[config.mk]
export PLATFORM = sky130hd
export DESIGN_NAME = ex_muldiv
export DESIGN_NICKNAME = d
export VERILOG_FILES = /design/src/rtl/ex_muldiv.sv
export SDC_FILE = /design/constraint.sdc
export NUM_CORES = 1
export LEC_CHECK = 0
export CAP_MARGIN = 20
export CORE_ASPECT_RATIO = 1.4
export CORE_MARGIN = 2
export CORE_UTILIZATION = 42
export DETAILED_ROUTE_END_ITERATION = 10
export PLACE_DENSITY_LB_ADDON = 0.3
export SLEW_MARGIN = 25
export SYNTH_ARGS = -nofsm -noshare
export SYNTH_HDL_FRONTEND = slang
export SYNTH_SLANG_ARGS = --single-unit
[constraint.sdc]
create_clock -name clk -period 8.9 [get_ports clk]
set_input_delay 1.78 -clock clk [delete_from_list [all_inputs] [get_ports clk]]
set_output_delay 1.78 -clock clk [all_outputs]
set_load 0.005 [all_outputs]
[src/rtl/ex_muldiv.sv]
// Iterative HI/LO multiply/divide unit for the EX stage.
// One shift-add (mult) or restoring shift-subtract (div) step per clock, then a sign-fix cycle.
module ex_muldiv #(
    parameter int unsigned WIDTH = 32,
    parameter int unsigned CNT_W = 6
) (
    input  logic             clk,
    input  logic             rst,
    input  logic             start,
    input  logic [2:0]       op,
    input  logic             flush,
    input  logic [WIDTH-1:0] rs_data,
    input  logic [WIDTH-1:0] rt_data,
    output logic             busy,
    output logic             done,
    output logic [WIDTH-1:0] hi,
    output logic [WIDTH-1:0] lo
);

    typedef enum logic [1:0] {StIdle, StRun, StFix} state_e;

    state_e           state_q, state_d;
    logic [WIDTH-1:0] hi_q, hi_d;
    logic [WIDTH-1:0] lo_q, lo_d;
    logic             busy_q, busy_d;
    logic             done_q, done_d;
    logic [CNT_W-1:0] cnt_q, cnt_d;
    // acc: running high product half / partial remainder
    logic [WIDTH-1:0] acc_q, acc_d;
    // q: multiplier being shifted out / dividend shifted out, quotient shifted in
    logic [WIDTH-1:0] q_q, q_d;
    // b: multiplicand / divisor magnitude
    logic [WIDTH-1:0] b_q, b_d;
    logic [WIDTH-1:0] rs_q, rs_d;
    logic             is_div_q, is_div_d;
    logic             neg_q, neg_d;
    logic             rem_neg_q, rem_neg_d;
    logic             div0_q, div0_d;

    logic             op_signed;
    logic             rs_neg;
    logic             rt_neg;
    logic [WIDTH-1:0] rs_abs;
    logic [WIDTH-1:0] rt_abs;
    logic [WIDTH:0]   mul_sum;
    logic [WIDTH:0]   div_shift;
    logic [WIDTH:0]   div_diff;
    logic [2*WIDTH-1:0] prod;

    // Operand conditioning and single datapath step, shared by mult and div
    always_comb begin
        op_signed = ~op[0];
        rs_neg    = op_signed & rs_data[WIDTH-1];
        rt_neg    = op_signed & rt_data[WIDTH-1];
        rs_abs    = rs_neg ? -rs_data : rs_data;
        rt_abs    = rt_neg ? -rt_data : rt_data;
        mul_sum   = {1'b0, acc_q} + (q_q[0] ? {1'b0, b_q} : '0);
        div_shift = {acc_q, q_q[WIDTH-1]};
        div_diff  = div_shift - {1'b0, b_q};
        prod      = neg_q ? -{acc_q, q_q} : {acc_q, q_q};
    end

    // Next-state logic for FSM, HI/LO and datapath registers
    always_comb begin
        state_d   = state_q;
        hi_d      = hi_q;
        lo_d      = lo_q;
        busy_d    = busy_q;
        done_d    = 1'b0;
        cnt_d     = cnt_q;
        acc_d     = acc_q;
        q_d       = q_q;
        b_d       = b_q;
        rs_d      = rs_q;
        is_div_d  = is_div_q;
        neg_d     = neg_q;
        rem_neg_d = rem_neg_q;
        div0_d    = div0_q;
        unique case (state_q)
            StIdle: begin
                // flush squashes anything issued in the same cycle
                if (start && !flush) begin
                    if (!op[2]) begin
                        state_d   = StRun;
                        busy_d    = 1'b1;
                        cnt_d     = '0;
                        acc_d     = '0;
                        is_div_d  = op[1];
                        neg_d     = rs_neg ^ rt_neg;
                        rem_neg_d = rs_neg;
                        div0_d    = (rt_data == '0);
                        rs_d      = rs_data;
                        b_d       = op[1] ? rt_abs : rs_abs;
                        q_d       = op[1] ? rs_abs : rt_abs;
                    end else if (!op[1]) begin
                        if (op[0]) begin
                            lo_d = rs_data;
                        end else begin
                            hi_d = rs_data;
                        end
                    end
                end
            end
            StRun: begin
                if (flush) begin
                    state_d = StIdle;
                    busy_d  = 1'b0;
                end else begin
                    if (is_div_q) begin
                        if (!div_diff[WIDTH]) begin
                            acc_d = div_diff[WIDTH-1:0];
                            q_d   = {q_q[WIDTH-2:0], 1'b1};
                        end else begin
                            acc_d = div_shift[WIDTH-1:0];
                            q_d   = {q_q[WIDTH-2:0], 1'b0};
                        end
                    end else begin
                        acc_d = mul_sum[WIDTH:1];
                        q_d   = {mul_sum[0], q_q[WIDTH-1:1]};
                    end
                    cnt_d = cnt_q + CNT_W'(1);
                    if (cnt_q == CNT_W'(WIDTH - 1)) begin
                        state_d = StFix;
                    end
                end
            end
            StFix: begin
                state_d = StIdle;
                busy_d  = 1'b0;
                if (!flush) begin
                    done_d = 1'b1;
                    if (!is_div_q) begin
                        hi_d = prod[2*WIDTH-1:WIDTH];
                        lo_d = prod[WIDTH-1:0];
                    end else if (div0_q) begin
                        hi_d = rs_q;
                        lo_d = '1;
                    end else begin
                        hi_d = rem_neg_q ? -acc_q : acc_q;
                        lo_d = neg_q ? -q_q : q_q;
                    end
                end
            end
            default: begin
                state_d = StIdle;
                busy_d  = 1'b0;
            end
        endcase
    end

    // State registers with asynchronous active-high reset
    always_ff @(posedge clk or posedge rst) begin
        if (rst) begin
            state_q   <= StIdle;
            hi_q      <= '0;
            lo_q      <= '0;
            busy_q    <= 1'b0;
            done_q    <= 1'b0;
            cnt_q     <= '0;
            acc_q     <= '0;
            q_q       <= '0;
            b_q       <= '0;
            rs_q      <= '0;
            is_div_q  <= 1'b0;
            neg_q     <= 1'b0;
            rem_neg_q <= 1'b0;
            div0_q    <= 1'b0;
        end else begin
            state_q   <= state_d;
            hi_q      <= hi_d;
            lo_q      <= lo_d;
            busy_q    <= busy_d;
            done_q    <= done_d;
            cnt_q     <= cnt_d;
            acc_q     <= acc_d;
            q_q       <= q_d;
            b_q       <= b_d;
            rs_q      <= rs_d;
            is_div_q  <= is_div_d;
            neg_q     <= neg_d;
            rem_neg_q <= rem_neg_d;
            div0_q    <= div0_d;
        end
    end

    assign busy = busy_q;
    assign done = done_q;
    assign hi   = hi_q;
    assign lo   = lo_q;

endmodule

Yosys cells after proc, flatten, opt, wreduce, memory -nomap -nowiden --
Index checks and enable logic that the tools add are counted.
Storage, ports and cells: bits in registers 206, input port bits 71, logic and storage cells 103
Cells by class: $add $sub $neg 8, equal/unequal tests 13, mux-type cells 51, bitwise gates (word level) 5, reduce and logical (&&, ||, !) cells 12
Operator list (count):
- two-way mux 32 bit | 30
- case mux 32 bit (2 select lines) | 4
- negation 32 bit | 4
- two-way mux 64 bit | 1
- negation 64 bit | 1
- adder 32 x 32 -> 33 bit | 1
- subtractor 33 x 32 -> 33 bit | 1
- zero test 32 bit | 1
- two-way mux 6 bit | 3
- != test 2 bit, second input constant | 9
- case mux 6 bit (2 select lines) | 1
- AND reduction 6 bit | 2
- AND reduction 3 bit | 3
- two-way mux 2 bit | 4
- adder 6 x 1 -> 6 bit, second input constant | 1
- equality test 6 x 5 -> 1 bit, second input constant | 1
- two-way mux 1 bit | 6
- case mux 2 bit (2 select lines) | 1
- AND reduction 4 bit | 1
- nonzero test 2 bit | 2
- != test 3 bit, second input constant | 1
- AND 1 bit | 2
- equality test 2 x 1 -> 1 bit, second input constant | 1
- equality test 2 bit, second input constant | 1
- other kinds (6) | 7

Depth between registers and ports, before layout --
Gate-level depths: netlist (run 1).
depth after elaboration 7, depth in mapped cells 14, gate-level depth less buffers 13

Worst setup path before layout (run 1) --
No wires, ideal clock.
kind input to register, start point in rs_data[2], end point reg q_q[25], setup time 0.126 ns, data arrival time 3.804 ns, data required time 8.774 ns, path slack 4.971 ns, cell stages on the path 9, path buffers 1, cells stage by stage clkbuf_1 nor4_1 and4_1 nand3_1 o41ai_1 xnor2_1 nor2_1 a21oi_1 a221o_1
Between the ends: word-level cells in the longest chain between the ends 6
RTL lines:
- start: declaration | RTL line 12 | input logic [WIDTH-1:0] rs_data,
- negation 32 bit | RTL line 55 | rs_abs = rs_neg ? -rs_data : rs_data;
- two-way mux 32 bit | RTL line 55
- two-way mux 32 bit | RTL line 94 | q_d = op[1] ? rs_abs : rt_abs;
- two-way mux 32 bit | RTL line 83 | if (!op[2]) begin
- two-way mux 32 bit | RTL line 82 | if (start && !flush) begin
- case mux 32 bit (2 select lines) | RTL line 79 | unique case (state_q)
- end signal: assignment | RTL line 176 | q_q <= q_d;
- end: declaration | RTL line 31 | logic [WIDTH-1:0] q_q, q_d;
Every way passes these cells. The select of a mux whose other input is x is not followed. A chain may end at the register's enable or synchronous reset.

Worst setup path after layout (run 1) --
start point in flush, end point reg hi_q[31], in the netlist hi[31]
Between the ends: word-level cells in the longest chain between the ends 4, elaborated cells between the ends (all ways) 5, classes of those cells eq/ne (2); reduce/logical (3)
RTL lines:
- start: declaration | RTL line 11 | input logic flush,
- zero test 1 bit
- logical AND 1 bit | RTL line 82
- != test 2 bit (no source line)
- AND reduction 6 bit (no source line) (*)
- end signal: assignment | RTL line 170 | hi_q <= hi_d;
- end: declaration | RTL line 23 | logic [WIDTH-1:0] hi_q, hi_d;
Every way passes the cells marked *; elsewhere a longest branch is shown, timed or not.

==> metrics.cfg, run 1 <==
[layout]
syn2layout_area_growth_pct=14.0
fin_nets=2374
drive_gt1_share_pct=4.49
antennaDiodeCount=0
postLayoutCoreUtil_pct=48.4

[clock_network]
cts_tree=built
ctsHoldBuffers=0
root_buffer=clkbuf_16
clock-sinks=206
cts_setup_buffers=0
clock_latency_ps=570
post_cts_resized=0
cts_buffer_depth=3
cts.clk_slew.worst_paths_ps=60
cts_inserted_buffers=23
htreeDepth=1

[routing]
wl_per_cell_um=22.9
drt-total-wl_um=63800
first_pass_iters=6
vias=16887
route.detailed.drc=0
final_antenna_net_count=0
viasPerCell=6.07
drtIter0Drc=1441

[job]
max-cap-violations=0

[power]
finalPower_mw=5.26
ir_drop_mv=0.163
leakage_nw=8.22
power_density_mw_per_mm2=269

[timing]
rsz0062_at_grt=false
final.setup.tns_ps=0
worst_pin_slew_ps=1100
period_needed_ps=4990
hold_viol_final=0
final.setup_skew_ps=38.9
final_max_slew_viol_count=0
clock.fmax_mhz=201
relSlewSlack_pct=26.7
finalWorstSetupSlack_ps=3910
setup_violations=0
finalCritPeriodShare_pct=56.0

[global_route]
globalRouteOverflowTotal=0
grt.total_usage_pct=29.4
grt_pass1_wl_um=96800
grt_pass1_vias=16471
antenna_found_initial=0
grt_start_max_net_pins=109

[synthesis]
syn_nets=2355
syn_area_sq_mm=0.0171
syn_inst=2213
synth_cell_types=79
yosysWarningCount=0
async_flop_share_pct=100
ys.flop_type=dfrtp_1
yosysTopAreaCellShare_pct=30.1
netlist_top_cells_count=nand2_1, a21oi_1, dfrtp_1
avgSynthCellArea_sq_um=7.73
synth-edff-count=0
synth_top_cells_by_area=dfrtp_1, xnor2_1, nand2_1
ys_ff_latch=206
synth.most_common_cell=nand2_1
synth-seq-area-share_pct=30.1
yosysTopAreaCell=dfrtp_1

[placed_design]
post-place-ws_ps=3450
hpwl_um=47700
gp_congestion=0.949
port_buffers=136

[die]
initial_utilization_pct=42.5
num_rows=87
io_pins=137
die_h_um=243
dieArea_sq_mm=0.0424
fp.dieW_um=175
core_area_sq_mm=0.0403

[run_status]
status=complete, no violations

[worst_setup_path]
start_kind=input pin
worstPathRequired_ps=9400
crit_fanout=29
arrival_ps=5490
crit_type=in2reg
endpoint_kind=flip-flop

[min_path]
hold_class=reg2reg

[report_power, final]
| part | internal [mW] | switching, mW | total (mW) |
|---|---|---|---|
| Clock | 0.587 | 0.431 | 1.02 |
| Sequential | 1.16 | 0.464 | 1.62 |
| Combinational | 1.15 | 1.47 | 2.62 |
[worst paths after layout]
| check | start | to | slack (ps) | depth (start not counted) |
|---|---|---|---|---|
| setup / recovery | flush | hi[31]$_DFFE_PP0P_ | 3910 | 12 |
| hold reg to reg | rs_q[23]$_DFFE_PP0P_ | rs_q[23]$_DFFE_PP0P_ | 480 | 2 |
| max in group asynchronous | rst | neg_q$_DFFE_PP0P_ | 5920 | 3 |
| setup reg to reg | q_q[31]$_DFFE_PP0P_ | acc_q[9]$_DFFE_PP0P_ | 4650 | 13 |
| min in group asynchronous | rst | lo[2]$_DFFE_PP0P_ | 1680 | 2 |
| hold / removal | rs_q[23]$_DFFE_PP0P_ | rs_q[23]$_DFFE_PP0P_ | 480 | 2 |
[routing by layer]
metal	wire (um)	global-route usage [%]	up-vias
met2	31000	50.3	643
li1	-	-	7927
met4	4950	20.3	0
met1	24200	34.1	8117
met5	0	0	-
met3	3650	3.99	200
[placed cells by master, fill, tap and decap left out, types with 17 or more instances in the layout]
cell type,count
nor2b_1,18
dfrtp_1,203
clkdlybuf4s50_1,135
o211ai_1,29
or3_1,25
ha_1,69
o21ai_0,190
o22ai_1,37
inv_1,65
xnor2_1,127
nand3_1,55
a21o_1,33
buf_4,18
o31ai_1,26
a21oi_1,209
xor2_1,63
nand2b_1,30
nor2_1,191
nand2_1,290
clkbuf_16,23
mux2i_1,68
a22oi_1,17
nor3_1,39
[registers in the layout (all words and copies together) (netlist names), 2 cells and up]
signal,count
acc_q,32
b_q,32
cnt_q,6
hi,32
lo,32
q_q,32
rs_q,32
state_q,2
[metrics by stage]
stage	instances	hold slack, ps	area [sq um]
floorplan	2213	437	17100
global placement	2740	450	18700
detailed placement	2740	459	18700
CTS	2782	476	19500
global route	2783	498	19500
finish	2783	478	19500
[cell type report]
type                    instances  area (sq um)
fillers                      4009         20800
multi-input cells            1779         11100
clock inverters                10           123
clock buffers                  32           669
flip-flops and latches        206          5160
inverters                      67           259
well taps                     534           668
repair buffers                155          1520
[worst max-delay path: stages]
cell,delay (ps)
clkdlybuf4s50_1,490
or2_2,350
nor3_1,650
nand2b_1,190
a21oi_2,170
buf_4,350
nand2_1,380
inv_1,540
o221ai_1,210
a21oi_1,150
o21ai_0,90
nand3_1,100
[cells by family after synthesis]
family / after synthesis / share of synthesized area (%)
XOR/XNOR: 190 / 9.73
flip-flops: 206 / 30.1
AO/OA/AOI/OAI: 685 / 24.3
buffers and inverters: 228 / 5.12
AND/OR/NAND/NOR: 761 / 21.2
adder cells (fa/ha/maj): 71 / 5.28
multiplexers: 72 / 4.24
(Power assumes the default switching activity.)
==> run 2: changes to the inputs <==
clock period = 4 ns   (was 8.9 ns; I/O delays follow)
==> run 2 against run 1 <==
Clock skew shrank 2.6 ps. Die area is the same. Wire length grew 5.5%. Critical path depth is the same. Largest cell class unchanged. Largest power group unchanged. Highest routed layer unchanged.
==> metrics.cfg, run 2 (synthesized netlist as in run 1, its figures left out) <==
[clock_network]
htreeDepth=1  ; unchanged
root_buffer=clkbuf_16
ctsHoldBuffers=0  ; unchanged
clock_latency_ps=570  ; about the same
cts_buffer_depth=3  ; unchanged
cts_tree=built
cts_inserted_buffers=24  ; +4.3%
clock-sinks=206  ; unchanged
post_cts_resized=0  ; unchanged
cts.clk_slew.worst_paths_ps=70  ; about the same
cts_setup_buffers=0  ; unchanged

[die]
initial_utilization_pct=42.5  ; unchanged
core_area_sq_mm=0.0403  ; unchanged
num_rows=87  ; unchanged
io_pins=137  ; unchanged
dieArea_sq_mm=0.0424  ; unchanged
fp.dieW_um=175  ; unchanged
die_h_um=243  ; unchanged

[worst_setup_path]
crit_chain=ha_1, fa_1, nand2b_1, a21oi_1, o2111ai_1, a21oi_1, o21a_1, o311a_1, buf_12, nor2b_1, a31o_2, a221o_1
crit_slowest_cell=dfrtp_1
startpoint=b_q[0]$_DFFE_PP0P_
crit_type=reg2reg
crit_top_cell=a21oi_1
start_kind=flip-flop
reg2reg_from=b_q[0]$_DFFE_PP0P_
crit_path_max_incr_delay_ps=410  ; -240 ps
crit_fanout=30  ; +3.4%
worstPathRequired_ps=4430  ; -4970 ps
endpoint_kind=flip-flop
arrival_ps=4120  ; -1370 ps

[power]
leakage_nw=8.65  ; +5.3%
power_density_mw_per_mm2=598  ; +120%
ir_drop_mv=0.390  ; +140%
finalPower_mw=12.1  ; +130%

[layout]
multiInputGateArea_sq_mm=0.0111  ; about the same
antennaDiodeCount=0  ; unchanged
seq_area_sq_mm=0.00516  ; about the same
layout_commonest_cell=nand2_1
drive_gt1_share_pct=7.72  ; +3.2 points
fin_nets=2457  ; +3.5%
postLayoutCoreUtil_pct=50.1  ; +1.7 points
syn2layout_area_growth_pct=18.1
fillCellCount=3934  ; -1.9%
layout_common_cells=nand2_1, a21oi_1, dfrtp_1

[routing]
vias=17505  ; +3.7%
first_pass_iters=6  ; unchanged
final_antenna_net_count=0  ; unchanged
wl_per_cell_um=23.5  ; +2.4%
viasPerCell=6.11  ; +0.62%
route.detailed.drc=0  ; unchanged
drtIter0Drc=1695  ; +18%
drt-total-wl_um=67300  ; +5.5%

[global_route]
grt_start_max_net_pins=124  ; +14%
grt.total_usage_pct=31.1  ; +1.6 points
globalRouteOverflowTotal=0  ; unchanged
grt_pass1_wl_um=102000  ; +5.2%
antenna_found_initial=0  ; unchanged
grt_pass1_vias=17374  ; +5.5%

[timing]
final.setup.tns_ps=0  ; unchanged
relSlewSlack_pct=31.4  ; +4.8 points
worst_pin_slew_ps=1030  ; -69.5 ps
final.setup_skew_ps=36.3  ; -2.62 ps
period_needed_ps=3690
rsz0062_at_grt=false
setup_violations=0  ; unchanged
final_max_slew_viol_count=0  ; unchanged
clock.fmax_mhz=271
hold_viol_final=0  ; unchanged
hold_slack_ps=474  ; -3.29 ps
finalCritPeriodShare_pct=92.2
finalWorstSetupSlack_ps=310  ; -3600 ps

[placed_design]
port_buffers=136  ; unchanged
post-place-ws_ps=164  ; -3290 ps
gp_congestion=1.01  ; +6.6%
hpwl_um=51000  ; +7.0%

[min_path]
hold_class=reg2reg
min_from=rs_q[13]$_DFFE_PP0P_

[job]
max-cap-violations=0  ; unchanged

[run_status]
status=complete, no violations

## run 2: cell type report
class / instances / share of cell area [%]
clock buffer: 33 / 3.34
clock inverter: 11 / 0.768
inverter: 67 / 1.26
multi-input combinational: 1779 / 55.0
sequential: 206 / 25.6
tap: 534 / 3.31
timing repair buffer: 237 / 10.8
## run 2: metrics by stage
step | area (sq um) | std cells
2_1_floorplan | 17100 | 2213
3_3_place_gp | 19400 | 2823
3_5_place_dp | 19400 | 2823
4_1_cts | 20200 | 2867
5_1_grt | 20200 | 2867
6_report | 20200 | 2867
## run 2: path summary, 6_finish.rpt
| check | to | slack, ps | depth (start not counted) |
|---|---|---|---|
| worst max register to register | acc_q[9]$_DFFE_PP0P_ | 310 | 12 |
| worst min-delay path | rs_q[13]$_DFFE_PP0P_ | 470 | 2 |
| max in group asynchronous | is_div_q$_DFFE_PP0P_ | 2510 | 3 |
| min in group asynchronous | rs_q[16]$_DFFE_PP0P_ | 770 | 3 |
| worst max-delay path | acc_q[9]$_DFFE_PP0P_ | 310 | 12 |
| worst min register to register | rs_q[13]$_DFFE_PP0P_ | 470 | 2 |
## run 2: critical path, delay by kind of cell, from the launching register on
| kind | cells | cell delay (ps) |
|---|---|---|
| compound gates | 7 | 1960 |
| fa+ha+maj | 2 | 610 |
| flops | 1 | 410 |
| simple gates | 2 | 340 |
| buf+inv | 1 | 230 |
## run 2: power by group
part	total, mW	leakage (nW)	switching (mW)	internal [mW]
combinational	6.30	5.68	3.56	2.74
clock	2.38	0.398	1.00	1.38
sequential	3.39	2.58	0.815	2.58
## run 2: metal layers
metal / global-route usage (%) / wire [um]
met1: 35.5 / 25200
met2: 53.6 / 32600
met3: 4.43 / 4050
met4: 21.0 / 5350
met5: 0 / 0
